File: src/rtl/kmeans_pkg.sv
// Shared constants, FSM state and label type for the k-means centroid update stage.
package kmeans_pkg;

  localparam int unsigned CONF_K = 4;
  localparam int unsigned CONF_N = 4096;
  localparam int unsigned DW     = 16;
  localparam int unsigned CW     = 13;
  localparam int unsigned SW     = 28;
  localparam int unsigned LW     = $clog2(CONF_K);

  typedef enum logic [2:0] {ACC, SEL, DIVX, DIVY, EMIT} state_t;

  typedef logic [LW-1:0] label_t;

endpackage

File: src/rtl/seq_divider.sv
// Restoring divider, one quotient bit per cycle; done pulses SW+1 cycles after start.
module seq_divider
  import kmeans_pkg::*;
(
  input  logic          clk,
  input  logic          rst,
  input  logic          start,
  input  logic [SW-1:0] dividend,
  input  logic [CW-1:0] divisor,
  output logic          done,
  output logic [SW-1:0] quotient
);

  localparam int unsigned BW = $clog2(SW + 1);

  logic [SW-1:0] q_q;
  logic [CW-1:0] rem_q;
  logic [BW-1:0] bits_q;
  logic          busy_q;
  logic          done_q;
  logic [CW:0]   shifted;
  logic [CW-1:0] diff;
  logic          ge;

  // Remainder stays below divisor, so the shifted value fits CW+1 bits and the
  // restored remainder fits CW bits.
  always_comb begin
    shifted = {rem_q, q_q[SW-1]};
    ge      = shifted >= {1'b0, divisor};
    diff    = shifted[CW-1:0] - divisor;
  end

  always_ff @(posedge clk) begin
    if (rst) begin
      q_q    <= '0;
      rem_q  <= '0;
      bits_q <= '0;
      busy_q <= 1'b0;
      done_q <= 1'b0;
    end else begin
      done_q <= 1'b0;
      if (start) begin
        q_q    <= dividend;
        rem_q  <= '0;
        bits_q <= BW'(SW);
        busy_q <= 1'b1;
      end else if (busy_q) begin
        q_q    <= {q_q[SW-2:0], ge};
        rem_q  <= ge ? diff : shifted[CW-1:0];
        bits_q <= bits_q - BW'(1);
        if (bits_q == BW'(1)) begin
          busy_q <= 1'b0;
          done_q <= 1'b1;
        end
      end
    end
  end

  assign done     = done_q;
  assign quotient = q_q;

endmodule

File: src/rtl/kmeans_centroid_update.sv
// Accumulates labelled points per cluster, then emits floor(sum/count) centroids in label order.
module kmeans_centroid_update
  import kmeans_pkg::*;
(
  input  logic          clk,
  input  logic          rst,
  input  logic          in_valid,
  output logic          in_ready,
  input  logic [DW-1:0] in_x,
  input  logic [DW-1:0] in_y,
  input  label_t        in_label,
  input  logic          in_last,
  output logic          out_valid,
  output label_t        out_label,
  output logic [DW-1:0] out_x,
  output logic [DW-1:0] out_y,
  output logic          out_empty,
  output logic          out_done,
  output logic          overflow
);

  localparam logic [CW-1:0] NMAX  = CW'(CONF_N);
  localparam label_t        LAST_P = label_t'(CONF_K - 1);

  state_t        state_q, state_d;
  logic [SW-1:0] sum_x_q [CONF_K];
  logic [SW-1:0] sum_y_q [CONF_K];
  logic [CW-1:0] cnt_q   [CONF_K];
  logic [CW-1:0] total_q;
  label_t        ptr_q;
  logic          frame_start_q;
  logic          overflow_q;
  logic [DW-1:0] x_lat_q;
  label_t        out_label_q;
  logic [DW-1:0] out_x_q, out_y_q;
  logic          out_empty_q;

  logic          hs;
  logic          cur_empty;
  logic          last_ptr;
  logic          div_start, div_done;
  logic [SW-1:0] div_dividend, div_quotient;
  logic          unused_quot_hi;

  assign hs             = in_valid & in_ready;
  assign cur_empty      = (cnt_q[ptr_q] == '0);
  assign last_ptr       = (ptr_q == LAST_P);
  assign unused_quot_hi = ^div_quotient[SW-1:DW];

  always_comb begin
    state_d      = state_q;
    in_ready     = 1'b0;
    out_valid    = 1'b0;
    out_done     = 1'b0;
    div_start    = 1'b0;
    div_dividend = sum_x_q[ptr_q];
    case (state_q)
      ACC: begin
        in_ready = 1'b1;
        if (hs && in_last) state_d = SEL;
      end
      SEL: begin
        if (cur_empty) begin
          state_d = EMIT;
        end else begin
          div_start = 1'b1;
          state_d   = DIVX;
        end
      end
      DIVX: begin
        // The y division starts in the same cycle the x quotient is available.
        if (div_done) begin
          div_start    = 1'b1;
          div_dividend = sum_y_q[ptr_q];
          state_d      = DIVY;
        end
      end
      DIVY: begin
        if (div_done) state_d = EMIT;
      end
      EMIT: begin
        out_valid = 1'b1;
        out_done  = last_ptr;
        state_d   = last_ptr ? ACC : SEL;
      end
      default: state_d = ACC;
    endcase
  end

  always_ff @(posedge clk) begin
    if (rst) begin
      state_q       <= ACC;
      total_q       <= '0;
      ptr_q         <= '0;
      frame_start_q <= 1'b1;
      overflow_q    <= 1'b0;
      x_lat_q       <= '0;
      out_label_q   <= '0;
      out_x_q       <= '0;
      out_y_q       <= '0;
      out_empty_q   <= 1'b0;
      for (int i = 0; i < CONF_K; i++) begin
        sum_x_q[i] <= '0;
        sum_y_q[i] <= '0;
        cnt_q[i]   <= '0;
      end
    end else begin
      state_q <= state_d;
      case (state_q)
        ACC: begin
          if (hs) begin
            if (frame_start_q) begin
              overflow_q    <= 1'b0;
              frame_start_q <= 1'b0;
            end
            if (total_q == NMAX) begin
              overflow_q <= 1'b1;
            end else begin
              sum_x_q[in_label] <= sum_x_q[in_label] + SW'(in_x);
              sum_y_q[in_label] <= sum_y_q[in_label] + SW'(in_y);
              cnt_q[in_label]   <= cnt_q[in_label] + CW'(1);
              total_q           <= total_q + CW'(1);
            end
          end
        end
        SEL: begin
          if (cur_empty) begin
            out_label_q <= ptr_q;
            out_x_q     <= '0;
            out_y_q     <= '0;
            out_empty_q <= 1'b1;
          end
        end
        DIVX: begin
          if (div_done) x_lat_q <= div_quotient[DW-1:0];
        end
        DIVY: begin
          if (div_done) begin
            out_label_q <= ptr_q;
            out_x_q     <= x_lat_q;
            out_y_q     <= div_quotient[DW-1:0];
            out_empty_q <= 1'b0;
          end
        end
        EMIT: begin
          if (last_ptr) begin
            ptr_q         <= '0;
            total_q       <= '0;
            frame_start_q <= 1'b1;
            for (int i = 0; i < CONF_K; i++) begin
              sum_x_q[i] <= '0;
              sum_y_q[i] <= '0;
              cnt_q[i]   <= '0;
            end
          end else begin
            ptr_q <= ptr_q + label_t'(1);
          end
        end
        default: ;
      endcase
    end
  end

  seq_divider u_div (
    .clk      (clk),
    .rst      (rst),
    .start    (div_start),
    .dividend (div_dividend),
    .divisor  (cnt_q[ptr_q]),
    .done     (div_done),
    .quotient (div_quotient)
  );

  assign out_label = out_label_q;
  assign out_x     = out_x_q;
  assign out_y     = out_y_q;
  assign out_empty = out_empty_q;
  assign overflow  = overflow_q;

endmodule

File: config.mk
export PLATFORM = sky130hd
export DESIGN_NAME = kmeans_centroid_update
export DESIGN_NICKNAME = d
export VERILOG_FILES = /design/src/rtl/kmeans_pkg.sv /design/src/rtl/seq_divider.sv /design/src/rtl/kmeans_centroid_update.sv
export SDC_FILE = /design/constraint.sdc
export NUM_CORES = 1
export LEC_CHECK = 0
export CAP_MARGIN = 30
export CORE_MARGIN = 2
export CORE_UTILIZATION = 30
export DETAILED_ROUTE_END_ITERATION = 8
export GPL_TIMING_DRIVEN = 0
export SYNTH_ARGS = -nofsm -noshare
export SYNTH_HDL_FRONTEND = slang
export SYNTH_SLANG_ARGS = --single-unit
File: constraint.sdc
create_clock -name clk -period 9 [get_ports clk]
set_clock_uncertainty 0.05 [all_clocks]
set_input_delay 2.7 -clock clk [delete_from_list [all_inputs] [get_ports clk]]
set_output_delay 2.7 -clock clk [all_outputs]
set_load 0.01 [all_outputs]
==> impl_metrics.toml <==
[clock_tree]
clk_latency_ns = 0.59
path_clk_slew_ns = 0.06
ctsLongestPathBuffers = 3
hold_buffers = 0
clkSinkCount = 397
cts_tree = "done"
cts_resized = 0
post_cts_buffers = 0
htreeDepth = 2
root_buffer = "clkbuf_16"
cts_buffers = 43

[placement]
dp_hpwl_um = 42900
place_ws_ns = -0.569
numPortBuffers = 75
placed_area_um2 = 23200
gp_congestion = 0.869

[pwr]
power.switching_uw = 1170
intPower_uw = 3220
p_comb_share_pct = 14.4
power_density_nw_per_um2 = 179
power.leakage_uw = 0.00843
ir_drop_mv = 0.121
switching_share_pct = 26.6
seqPwrFrac_pct = 47.5
finalPower_uw = 4390
clkPwrFrac_pct = 38.1

[setup_path]
cp.required_ns = 9.25
arrival_ns = 9.08
reg2reg_slack_ns = 4.73
critPathMaxFanout = 10
worstReg2RegStart = "total_q[0]$_SDFFE_PP0P_"
startpoint_type = "input port"
r2r-end = "sum_x_q[2][19]$_SDFFCE_PN0P_"
cp-end-kind = "register"
r2r_cells = 10
endpoint = "sum_y_q[1][27]$_SDFFCE_PN0P_"
criticalPathCategory = "in2reg"
crit_path_start = "in_label[1]"

[yosys]
synth_flop_cell = "edfxtp_1"
synthArstFlopShare_pct = 0
postSynthCellCount = 1757
synth_fa_ha_area_share_pct = 3.32
synthSimpleGateAreaFrac_pct = 13.4
synth_xor_xnor_area_share_pct = 3.12
synth_top_family_by_area = "multiplexers"
synthesis.area_um2 = 21100
yosys_warnings = 0
synth_top_cell_by_area = "edfxtp_1"
synth-edff-count = 276
postSynthAreaPerCell_um2 = 12.0
syn_nets = 1849
synth-seq-area-share_pct = 50.9
ys_ff_latch = 397
synth_area_leaders = "edfxtp_1, mux4_2, dfxtp_1"
synth_compound_gate_area_share_pct = 9.48
synth_top_area_share_pct = 39.4
ys_types = 73
synthMuxAreaShare_pct = 16.7

[layout]
fin_area_um2 = 24500
final_common_cell = "nor2_1"
area_growth_pct = 16.3
num-nets-final = 1978
final_cell_mix = "nor2_1, edfxtp_1, mux4_2"
diodes = 0
drive_gt1_share_pct = 15.3

[sta]
fmax_mhz = 113
worst_slack_ns = 0.179
fin_crit_ns = 8.82
worst_hold_slack_ns = 0.400
setup_tns_ns = 0
finalSetupViolCount = 0
finalMaxSlewViolations = 0
worst_pin_slew_ns = 1.02
hold_viol = 0
maxSlewHeadroom_pct = 31.5
rsz0062_at_grt = "no"
post-route-period-util_pct = 98.0

[floorplanning]
dieWidth_um = 269
std_cell_rows = 97
io_pins = 77
die_area_um2 = 72300
core-area_um2 = 69800
dieHeight_um = 269
initial_core_util_pct = 30.2

[global_routing]
grt_pass1_vias = 14900
grt_overflow = 0
track_usage_pct = 16.6
antenna_found_initial = 3
grt_first_pass_wirelength_um = 90200
grt_start_max_net_pins = 51

[detailed_routing]
drt-initial-drc-count = 1440
drt_first_pass_iters = 5
avgRoutedWirePerCell_um = 21.1
final_antenna_net_count = 0
drc = 0
wl_um = 60200
routed_via_density = 5.25
vias = 15000

[flow_run]
cap_violations = 0

[worst_hold_path]
hp-class = "reg2reg"

[outcome]
status = "finished, final reports clean"
-- power groups by stage --
stage                     clock network [µW]  logic, µW  registers (µW)
after floorplan                            0        447            2110
after global placement                     0        608            2130
after detailed placement                   0        626            2130
after CTS                               1700        629            2090
after global routing                    1770        685            2100
final                                   1670        632            2090
-- sequential cells by signal, summed over array words and instances (netlist names), 13 cells and up, named ones only --
| name | count |
|---|---|
| sum_x_q | 112 |
| sum_y_q | 112 |
| cnt_q | 52 |
| u_div.quotient | 28 |
| out_x | 16 |
| out_y | 16 |
| x_lat_q | 16 |
| total_q | 13 |
| u_div.rem_q | 13 |
-- worst min-delay path by stage --
stage                          startpoint                          to  depth (start not counted)
3_3_place_gp   frame_start_q$_SDFFE_PP1P_  frame_start_q$_SDFFE_PP1P_                          2
5_1_grt           x_lat_q[6]$_SDFFE_PP0P_     x_lat_q[6]$_SDFFE_PP0P_                          2
6_report            overflow$_SDFFE_PP0P_       overflow$_SDFFE_PP0P_                          2
3_5_place_dp   frame_start_q$_SDFFE_PP1P_  frame_start_q$_SDFFE_PP1P_                          2
4_1_cts        frame_start_q$_SDFFE_PP1P_  frame_start_q$_SDFFE_PP1P_                          2
2_1_floorplan  frame_start_q$_SDFFE_PP1P_  frame_start_q$_SDFFE_PP1P_                          2
-- area by class of cell --
| type | count | area, µm² |
|---|---|---|
| Fill cell | 6809 | 45300 |
| Sequential cell | 397 | 10700 |
| Multi-Input combinational cell | 1214 | 9740 |
| Clock buffer | 56 | 1190 |
| Tap cell | 940 | 1180 |
| Timing Repair Buffer | 84 | 901 |
| Buffer | 110 | 512 |
| Inverter | 36 | 135 |
| Clock inverter | 22 | 115 |
-- per-layer routing --
metal | track usage [%] | vias to the layer above | part of all wire [%]
met3 | 3.94 | 101 | 8.4
met4 | 3.98 | 0 | 2.2
met2 | 27.5 | 541 | 48
met5 | 0 | - | 0
li1 | - | 6842 | -
met1 | 22.0 | 7512 | 42
-- cell families (layout without fill, tap and decap cells) --
logic type                 count (synthesis)  count (layout)
xor gates and xnor gates                  75              75
AOI/OAI and AO/OA                        275             275
adders and majority gates                 54              54
buffers and inverters                    146             308
DFF                                      397             397
muxes                                    179             179
and+or+nand+nor                          631             631
-- worst max-delay path, stage by stage --
cell and delay (ns):
clkdlybuf4s50_1 0.76, buf_1 0.68, clkbuf_1 0.60, buf_1 0.56
clkbuf_1 0.62, mux4_2 0.46, ha_1 0.29, clkbuf_1 0.29
and3_1 0.25, nand3_1 0.08, a21oi_1 0.29, o21ai_0 0.45
a211oi_1 0.65, xnor2_1 0.28, nor2_1 0.08
-- cells in the mapped netlist (8+ instances only) --
master,instances
a211o_1,8
a211oi_1,36
a211oi_2,23
a21o_1,17
a21oi_1,71
a22oi_1,32
a31oi_1,9
and2_1,42
and3_1,16
buf_1,12
buf_2,27
clkbuf_1,58
dfxtp_1,121
edfxtp_1,276
ha_1,51
inv_1,36
mux2i_1,40
mux4_2,138
nand2_1,109
nand2b_1,8
nand3_1,20
nand4_1,16
nor2_1,341
nor3_1,29
o211ai_1,9
o21a_1,16
o21ai_0,22
xnor2_1,40
xor2_1,35
-- metrics by stage --
stage          util, %  std cells
4_1_cts           35.0       2857
3_3_place_gp      32.9       2772
5_1_grt           35.1       2859
3_5_place_dp      33.2       2779
6_report          35.1       2859
2_1_floorplan        -       1757
(Power assumes the default switching activity.)
